$ cat config.mk
export PLATFORM = sky130hd
export DESIGN_NAME = trig_seq_ctrl
export DESIGN_NICKNAME = d
export VERILOG_FILES = /design/src/rtl/trig_seq_ctrl.sv
export SDC_FILE = /design/constraint.sdc
export NUM_CORES = 1
export LEC_CHECK = 0
export ABC_AREA = 1
export CAP_MARGIN = 15
export CORE_MARGIN = 5
export CORE_UTILIZATION = 45
export CTS_CLUSTER_SIZE = 24
export DETAILED_ROUTE_END_ITERATION = 6
export GPL_ROUTABILITY_DRIVEN = 0
export GPL_TIMING_DRIVEN = 0
export SLEW_MARGIN = 20
export SYNTH_ARGS = -nofsm -noshare
export SYNTH_HDL_FRONTEND = slang
export SYNTH_SLANG_ARGS = --single-unit
$ cat constraint.sdc
create_clock -name clk -period 26.9 [get_ports clk]
set_input_delay 2.69 -clock clk [delete_from_list [all_inputs] [get_ports clk]]
set_output_delay 2.69 -clock clk [all_outputs]
set_load 0.005 [all_outputs]
$ cat src/rtl/trig_seq_ctrl.sv
// Trigger sequencer: walks a 4-entry {cycle, delay, trig_num, gap} table and drives the trigger
// delay controller. Define TRIG_SEQ_TIMEOUT_EN to enable the WAIT-state timeout (timeout_err).
//
// state | meaning
// IDLE  | waiting for an accepted start
// LOAD  | register table[cur_idx] onto cfg_*
// FIRE  | trig_out high for FIRE_LEN cycles
// WAIT  | count core_done pulses up to trig_num
// GAP   | inter-entry pause, then next entry / loop / done
module trig_seq_ctrl #(
  parameter logic [31:0] TO_LIMIT = 32'd100_000_000,
  parameter int unsigned FIRE_LEN = 4
) (
  input  logic        clk,
  input  logic        rst,
  input  logic        start,
  input  logic        abort,
  input  logic        loop_en,
  input  logic [2:0]  seq_len,
  input  logic        tbl_wr_en,
  input  logic [1:0]  tbl_wr_addr,
  input  logic [1:0]  tbl_wr_sel,
  input  logic [31:0] tbl_wr_data,
  input  logic        core_done,
  output logic [31:0] cfg_camera_cycle,
  output logic [31:0] cfg_camera_delay,
  output logic [31:0] cfg_camera_trig_num,
  output logic        trig_out,
  output logic        busy,
  output logic [1:0]  cur_idx,
  output logic        seq_done,
  output logic        timeout_err
);

`ifdef TRIG_SEQ_TIMEOUT_EN
  localparam bit TO_EN = 1'b1;
`else
  localparam bit TO_EN = 1'b0;
`endif

  typedef enum logic [2:0] {IDLE, LOAD, FIRE, WAIT, GAP} state_t;
  state_t state_q, state_d;

  logic [31:0] tbl [4][4];
  logic [31:0] gap_q, cnt_q, cnt_d, done_q, done_d;
  logic [31:0] cnt_inc, done_inc, num_eff, gap_eff;
  logic [3:0]  fire_q, fire_d;
  logic [2:0]  len_q, len_d;
  logic [1:0]  idx_d;
  logic        trig_d, seq_done_d, to_err_d, load_cfg;

  assign busy = (state_q != IDLE);

  always_ff @(posedge clk or posedge rst) begin
    if (rst) begin
      for (int a = 0; a < 4; a++)
        for (int s = 0; s < 4; s++)
          tbl[a][s] <= '0;
    end else if (tbl_wr_en) begin
      tbl[tbl_wr_addr][tbl_wr_sel] <= tbl_wr_data;
    end
  end

  always_ff @(posedge clk or posedge rst) begin
    if (rst) state_q <= IDLE;
    else     state_q <= state_d;
  end

  always_comb begin
    state_d    = state_q;
    idx_d      = cur_idx;
    len_d      = len_q;
    cnt_d      = cnt_q;
    done_d     = done_q;
    fire_d     = fire_q;
    trig_d     = 1'b0;
    seq_done_d = 1'b0;
    to_err_d   = timeout_err;
    load_cfg   = 1'b0;
    // counters saturate instead of wrapping
    cnt_inc  = (cnt_q == '1) ? cnt_q : cnt_q + 32'd1;
    done_inc = (done_q == '1) ? done_q : done_q + 32'd1;
    num_eff  = (cfg_camera_trig_num == '0) ? 32'd1 : cfg_camera_trig_num;
    gap_eff  = (gap_q == '0) ? 32'd1 : gap_q;

    case (state_q)
      IDLE: begin
        if (start && seq_len != 3'd0 && seq_len <= 3'd4) begin
          len_d    = seq_len;
          idx_d    = '0;
          to_err_d = 1'b0;
          state_d  = LOAD;
        end
      end
      LOAD: begin
        load_cfg = 1'b1;
        cnt_d    = '0;
        done_d   = '0;
        fire_d   = '0;
        trig_d   = 1'b1;
        state_d  = FIRE;
      end
      FIRE: begin
        if (fire_q >= 4'(FIRE_LEN - 1)) begin
          state_d = WAIT;
        end else begin
          fire_d = fire_q + 4'd1;
          trig_d = 1'b1;
        end
      end
      WAIT: begin
        cnt_d = cnt_inc;
        if (core_done) done_d = done_inc;
        if (core_done && done_inc >= num_eff) begin
          cnt_d   = '0;
          state_d = GAP;
        end else if (TO_EN && cnt_inc >= TO_LIMIT) begin
          to_err_d = 1'b1;
          state_d  = IDLE;
        end
      end
      GAP: begin
        cnt_d = cnt_inc;
        if (cnt_inc >= gap_eff) begin
          cnt_d = '0;
          if ({1'b0, cur_idx} < len_q - 3'd1) begin
            idx_d   = cur_idx + 2'd1;
            state_d = LOAD;
          end else if (loop_en) begin
            idx_d   = '0;
            state_d = LOAD;
          end else begin
            seq_done_d = 1'b1;
            state_d    = IDLE;
          end
        end
      end
      default: state_d = IDLE;
    endcase

    // abort wins over everything, including a same-cycle start
    if (abort) begin
      state_d    = IDLE;
      idx_d      = cur_idx;
      len_d      = len_q;
      to_err_d   = timeout_err;
      trig_d     = 1'b0;
      seq_done_d = 1'b0;
      load_cfg   = 1'b0;
    end
  end

  always_ff @(posedge clk or posedge rst) begin
    if (rst) begin
      cnt_q               <= '0;
      done_q              <= '0;
      fire_q              <= '0;
      len_q               <= '0;
      gap_q               <= '0;
      cur_idx             <= '0;
      trig_out            <= 1'b0;
      seq_done            <= 1'b0;
      timeout_err         <= 1'b0;
      cfg_camera_cycle    <= '0;
      cfg_camera_delay    <= '0;
      cfg_camera_trig_num <= '0;
    end else begin
      cnt_q       <= cnt_d;
      done_q      <= done_d;
      fire_q      <= fire_d;
      len_q       <= len_d;
      cur_idx     <= idx_d;
      trig_out    <= trig_d;
      seq_done    <= seq_done_d;
      timeout_err <= TO_EN & to_err_d;
      if (load_cfg) begin
        cfg_camera_cycle    <= tbl[cur_idx][0];
        cfg_camera_delay    <= tbl[cur_idx][1];
        cfg_camera_trig_num <= tbl[cur_idx][2];
        gap_q               <= tbl[cur_idx][3];
      end
    end
  end

endmodule

Word-level counts from Yosys, hierarchy flattened:

Cells that the tools add are included.

* $add $sub $neg: 5
* $lt $le $gt $ge: 10
* reductions and logical operators: 19
* bitwise gates (word level): 4
* equality and inequality tests: 15
* muxes and demuxes: 42

Operators with widths (number)
* $bwmux W512: 1
* $mux W128: 3
* $bmux W128 S2: 1
* $demux W128 S2: 1
* $mux W32: 8
* $pmux W32 S3: 1
* $add A32 B1 Y32 const B: 2
* $demux W32 S2: 1
* $eq A32 B32 Y1 const B: 2
* $ge A32 B32 Y1: 2
* $logic_not A32 Y1: 2
* $pmux W32 S2: 1
* $mux W3: 5
* $ne A3 B3 Y1 const B: 5
* $pmux W3 S5: 1
* $mux W1: 11
* $ge A3 B3 Y1 const B: 3
* $not A2 Y3: 3
* $reduce_bool A3 Y1: 3
* $mux W2: 4
* $ne A2 B2 Y1 const B: 4
* $pmux W4 S2: 1
* $eq A3 B2 Y1 const B: 2
* $lt A3 B1 Y1 const B: 2
* other kinds (19): 26

* register bits after elaboration: 718

Depth between registers and ports, before layout:

* word-level depth: 8
* gate-level depth with buffers: 25
* gate-level depth less buffers: 23

Worst setup path before layout:

No wires, ideal clock.

* path type: input to register
* from: input seq_len[0]
* to: register cur_idx[0]
* setup time: 0.139 ns
* slack: 23.055 ns
* stages: 8
* data arrival time: 3.706 ns
* cells stage by stage: inv_1 -> a21oi_1 -> or3b_2 -> nand2_1 -> nand3_1 -> nor2_1 -> nand3_1 -> a21boi_0

* word-level cells in the longest chain between the ends: 5
* elaborated cells on any way between the ends: 6
* classes of those cells: order compare: 1; eq/ne: 1; reduce/logical: 4

Ends and longest elaborated chain
* start: declaration: line 19 `input logic [2:0] seq_len,`
* branches (longest 2 deep; another with $le A3 B3 Y1)
* $logic_and A1 B1 Y1 (*): line 88 `if (start && seq_len != 3'd0 && seq_len <= 3'd4) begin`
* $ne A2 B2 Y1 (no line) (*)
* $reduce_and A5 Y1 (no line) (*)
* end signal: assignment: line 172 `cur_idx <= idx_d;`
* end: declaration: line 30 `output logic [1:0] cur_idx,`

Mark *: on every way between the ends.
A chain may end at the register's enable or synchronous reset.

==> flow_summary.html <==
<table>
<tr><th>Metric</th><th>Value</th></tr>
<tr><th colspan="2">Layout</th></tr>
<tr><td>Net count, final</td><td>4399</td></tr>
<tr><td>Layout-stage area growth over the synthesis result</td><td>16.76%</td></tr>
<tr><td>Layout cells sized above 1</td><td>6.169%</td></tr>
<tr><td>FF+latch area</td><td>around 18000 um2</td></tr>
<tr><td>FILL cells</td><td>7186</td></tr>
<tr><td>Highest-count cells in the layout ignoring fill and taps</td><td>sky130_fd_sc_hd__nand2_1, sky130_fd_sc_hd__o21ai_0, sky130_fd_sc_hd__dfrtp_1</td></tr>
<tr><td>Area taken by multi-input logic gates</td><td>13120 um2</td></tr>
<tr><td>Most common cell after layout, fill and taps aside</td><td>sky130_fd_sc_hd__nand2_1</td></tr>
<tr><td>End-of-flow core utilization</td><td>between 50% and 60%</td></tr>
<tr><th colspan="2">Synthesis</th></tr>
<tr><td>Number of instances in the synthesized netlist</td><td>4049</td></tr>
<tr><td>Area of the mapped netlist</td><td>roughly 34000 um2</td></tr>
<tr><td>Post-synth ARST share</td><td>100.0%</td></tr>
<tr><td>Complex-gate fraction of the synthesized area</td><td>17.87%</td></tr>
<tr><td>Seq/Total Area, Yosys</td><td>53.38%</td></tr>
<tr><td>Most instantiated flip-flop cell in the synthesis netlist</td><td>sky130_fd_sc_hd__dfrtp_1</td></tr>
<tr><td>Syn. warnings</td><td>0</td></tr>
<tr><td>Area share of xor/xnor cells in the synthesized design</td><td>1.297%</td></tr>
<tr><td>EDFF count, synth</td><td>0</td></tr>
<tr><td>Flip-flop and latch count after synthesis</td><td>718</td></tr>
<tr><td>Post-synthesis net count</td><td>4164</td></tr>
<tr><td>Dominant combinational cell family by area after synthesis</td><td>compound AO/OA/AOI/OAI gates</td></tr>
<tr><td>Area share of and/or/nand/nor cells after synthesis</td><td>between 10% and 20%</td></tr>
<tr><td>Post-synthesis share of cell area spent on full adders, half adders and majority gates</td><td>roughly 2.6%</td></tr>
<tr><td>Yosys cell types</td><td>47</td></tr>
<tr><td>Mean post-synth cell area</td><td>8.312 um2</td></tr>
<tr><td>Portion of netlist area occupied by mux cells</td><td>0.02974%</td></tr>
<tr><th colspan="2">Floorplanning</th></tr>
<tr><td>Initial core utilization</td><td>45.29%</td></tr>
<tr><td>Die footprint</td><td>80360 um2</td></tr>
<tr><td>Number of placement rows</td><td>100</td></tr>
<tr><td>Overall die height</td><td>283.5 um</td></tr>
<tr><td>Core ar.</td><td>74320 um2</td></tr>
<tr><td>Top-level I/O count</td><td>148</td></tr>
<tr><td>Horiz. Die Dim</td><td>around 280 um</td></tr>
<tr><th colspan="2">Drt</th></tr>
<tr><td>Total iterations of the first detailed-routing run</td><td>5</td></tr>
<tr><td>Post-route ant nets</td><td>0</td></tr>
<tr><td>Total DRC errors in the routed layout</td><td>0</td></tr>
<tr><td>DR iter-0 viols</td><td>3010</td></tr>
<tr><td>Avg Vias per Cell</td><td>between 5 and 6</td></tr>
<tr><td>Post-detailed-routing wire length</td><td>117.1 mm</td></tr>
<tr><td>Routed wire per std cell</td><td>22.02 um</td></tr>
<tr><td>Overall via count from detail_route</td><td>29540</td></tr>
<tr><th colspan="2">Clocking</th></tr>
<tr><td>Count of cells resized by post-cts repair</td><td>0</td></tr>
<tr><td>H-Tree Depth</td><td>3</td></tr>
<tr><td>Post-CTS clock slew at the launch and capture registers of the worst setup and hold paths</td><td>0.06 ns</td></tr>
<tr><td>Longest Clk Path Bufs</td><td>3</td></tr>
<tr><td>TritonCTS clock tree</td><td>built</td></tr>
<tr><td>Post-CTS setup buffers</td><td>0</td></tr>
<tr><td>Hold-fix buffers at CTS</td><td>0</td></tr>
<tr><td>TritonCTS buffer count</td><td>80</td></tr>
<tr><td>Insertion delay of the later-clocked pin in the worst-skew pair</td><td>roughly 0.65 ns</td></tr>
<tr><td>TritonCTS sink count</td><td>718</td></tr>
<tr><td>Clk Tree Root Cell</td><td>sky130_fd_sc_hd__clkbuf_16</td></tr>
<tr><th colspan="2">STA</th></tr>
<tr><td>Fraction of the cycle the final worst path needs</td><td>19.50%</td></tr>
<tr><td>Slack of the critical path</td><td>21.65 ns</td></tr>
<tr><td>RSZ-0062 raised after global routing</td><td>false</td></tr>
<tr><td>Peak Freq</td><td>about 190 MHz</td></tr>
<tr><td>Final hold vios</td><td>0</td></tr>
<tr><td>Relative max-transition margin</td><td>23.32%</td></tr>
<tr><td>Worst-case clock skew</td><td>0.03187 ns</td></tr>
<tr><td>Final number of max-transition violations</td><td>0</td></tr>
<tr><td>Final min period</td><td>approximately 5.2 ns</td></tr>
<tr><td>Worst slew pin tran</td><td>approximately 1.2 ns</td></tr>
<tr><td>Final setup violation count</td><td>0</td></tr>
<tr><th colspan="2">Worst setup path</th></tr>
<tr><td>Critical path capture point type</td><td>asynchronous set/reset pin</td></tr>
<tr><td>Setup Crit Path Kind</td><td>input port to asynchronous set/reset pin</td></tr>
<tr><td>Startpoint kind of the worst setup timing path</td><td>input port</td></tr>
<tr><td>Arrival time at the worst endpoint</td><td>between 5 and 6 ns</td></tr>
<tr><td>Worst-path maximum fanout</td><td>101</td></tr>
<tr><td>Crit path required time</td><td>about 28 ns</td></tr>
<tr><th colspan="2">Global route</th></tr>
<tr><td>Number of antenna violations at the first check in global routing</td><td>8</td></tr>
<tr><td>Vias in the first global route</td><td>29130</td></tr>
<tr><td>Total overflow reported by the global router</td><td>0</td></tr>
<tr><td>Largest net degree at the start of global routing</td><td>approximately 100</td></tr>
<tr><td>First-pass GRT wire length</td><td>178.1 mm</td></tr>
<tr><td>Overall routing resource usage</td><td>28.60%</td></tr>
<tr><th colspan="2">Placed design</th></tr>
<tr><td>DP Worst Slack</td><td>20.85 ns</td></tr>
<tr><td>Port Buffer Count</td><td>145</td></tr>
<tr><td>HPWL after detailed placement</td><td>81.28 mm</td></tr>
<tr><th colspan="2">Power</th></tr>
<tr><td>Static leakage power</td><td>18.17 nW</td></tr>
<tr><td>Largest voltage drop on the vdd net</td><td>64.43 uV</td></tr>
<tr><td>Power density over cell area</td><td>96.37 nW/um2</td></tr>
<tr><th colspan="2">Outcome</th></tr>
<tr><td>Run status</td><td>completed</td></tr>
<tr><th colspan="2">Flow run</th></tr>
<tr><td>Max-cap violations</td><td>0</td></tr>
<tr><th colspan="2">Min path</th></tr>
<tr><td>Classification of the worst-slack hold path</td><td>flop to flop</td></tr>
</table>
layout make-up:
cell class	count	share of cell area (%)
Antenna cell	5	0.03184
Clock inverter	23	0.8342
Inverter	383	3.677
Multi-Input combinational cell	2688	33.40
Timing Repair Buffer	153	4.222
Sequential cell	718	45.72
Clock buffer	119	6.132
Buffer	260	2.901
Tap cell	969	3.085
flip-flops by register name, summed over array words and instances, names as in the netlist:
name and flops:
cfg_camera_trig_num 32, cfg_camera_cycle 32, len_q 3, cur_idx 2, cnt_q 32, fire_q 4
gap_q 32, done_q 32, cfg_camera_delay 32, trig_out 1, seq_done 1, tbl 512
state_q 3
critical path, stage by stage:
cell and delay (ns):
sky130_fd_sc_hd__clkdlybuf4s50_1 0.49, sky130_fd_sc_hd__inv_8 0.42, sky130_fd_sc_hd__buf_16 0.42, sky130_fd_sc_hd__buf_16 0.37, sky130_fd_sc_hd__buf_16 0.42, sky130_fd_sc_hd__buf_16 0.41, sky130_fd_sc_hd__buf_16 0.41
through the flow:
| stage | std cells | setup TNS [ns] | instance area (um2) | hold slack (ns) | total power [mW] |
|---|---|---|---|---|---|
| floorplan | 4049 | 0 | 33660 | 0.4371 | 2.128 |
| CTS | 5312 | 0 | 39270 | 0.4782 | 3.791 |
| global placement | 5163 | -3709.54 | 36320 | 0.4520 | 2.628 |
| global route | 5313 | 0 | 39290 | 0.4924 | 3.998 |
| detailed placement | 5170 | 0 | 36530 | 0.4624 | 2.643 |
| finish | 5318 | 0 | 39300 | 0.4676 | 3.787 |
kinds of logic (layout without fill, tap and decap cells):
group	count (synthesis)	in the layout
muxes	1	1
buffers and inverters	643	938
adders and majority gates	69	69
xor gates and xnor gates	49	49
AOI/OAI and AO/OA	1142	1142
other	1	6
DFF	718	718
and+or+nand+nor	1426	1426
cell usage after synthesis (all sizes together), types with 2 or more instances:
| cell | number | area, um2 |
|---|---|---|
| a21oi | 161 | 805.8 |
| a31oi | 128 | 800.8 |
| buf | 87 | 457.9 |
| clkbuf | 173 | 670.6 |
| dfrtp | 718 | 17970 |
| ha | 69 | 863.3 |
| inv | 383 | 1438 |
| nand2 | 868 | 3278 |
| nand3 | 45 | 230.2 |
| nand4 | 24 | 165.2 |
| nor2 | 415 | 1593 |
| nor3 | 39 | 257.8 |
| nor3b | 3 | 22.52 |
| nor4 | 28 | 220.2 |
| o211ai | 33 | 247.7 |
| o21a | 3 | 22.52 |
| o21ai | 808 | 4070 |
| o21bai | 3 | 22.52 |
| o22ai | 4 | 31.28 |
| or2 | 2 | 12.51 |
| xor2 | 48 | 427.9 |
path summary, 6_finish.rpt:
check	startpoint	to	slack [ns]	cells after the start
worst max-delay path	rst	tbl[100]	21.65	7
worst min-delay path	fire_q[2]	fire_q[2]	0.47	2
worst max register to register	done_q[1]	cnt_q[4]	23.24	22
worst min register to register	fire_q[2]	fire_q[2]	0.47	2
max in group clk	state_q[1]	busy	22.05	5
min in group asynchronous	rst	done_q[2]	2.52	2
layer usage:
layer	vias to the layer above	GRT usage, %	wire length, um
met1	14460	39.41	50310
met4	4	11.08	4813
met3	220	5.141	8676
met5	-	0	23
li1	13760	-	-
met2	1096	45.38	53250
where the power goes:
group / switching [mW] / internal [mW] / leakage [nW] / total (mW)
combinational: 0.677 / 0.415 / 7.92 / 1.09
clock: 0.466 / 0.679 / 1.36 / 1.14
sequential: 0.199 / 1.35 / 8.89 / 1.55
No activity file was read; power rests on OpenSTA's default activity.
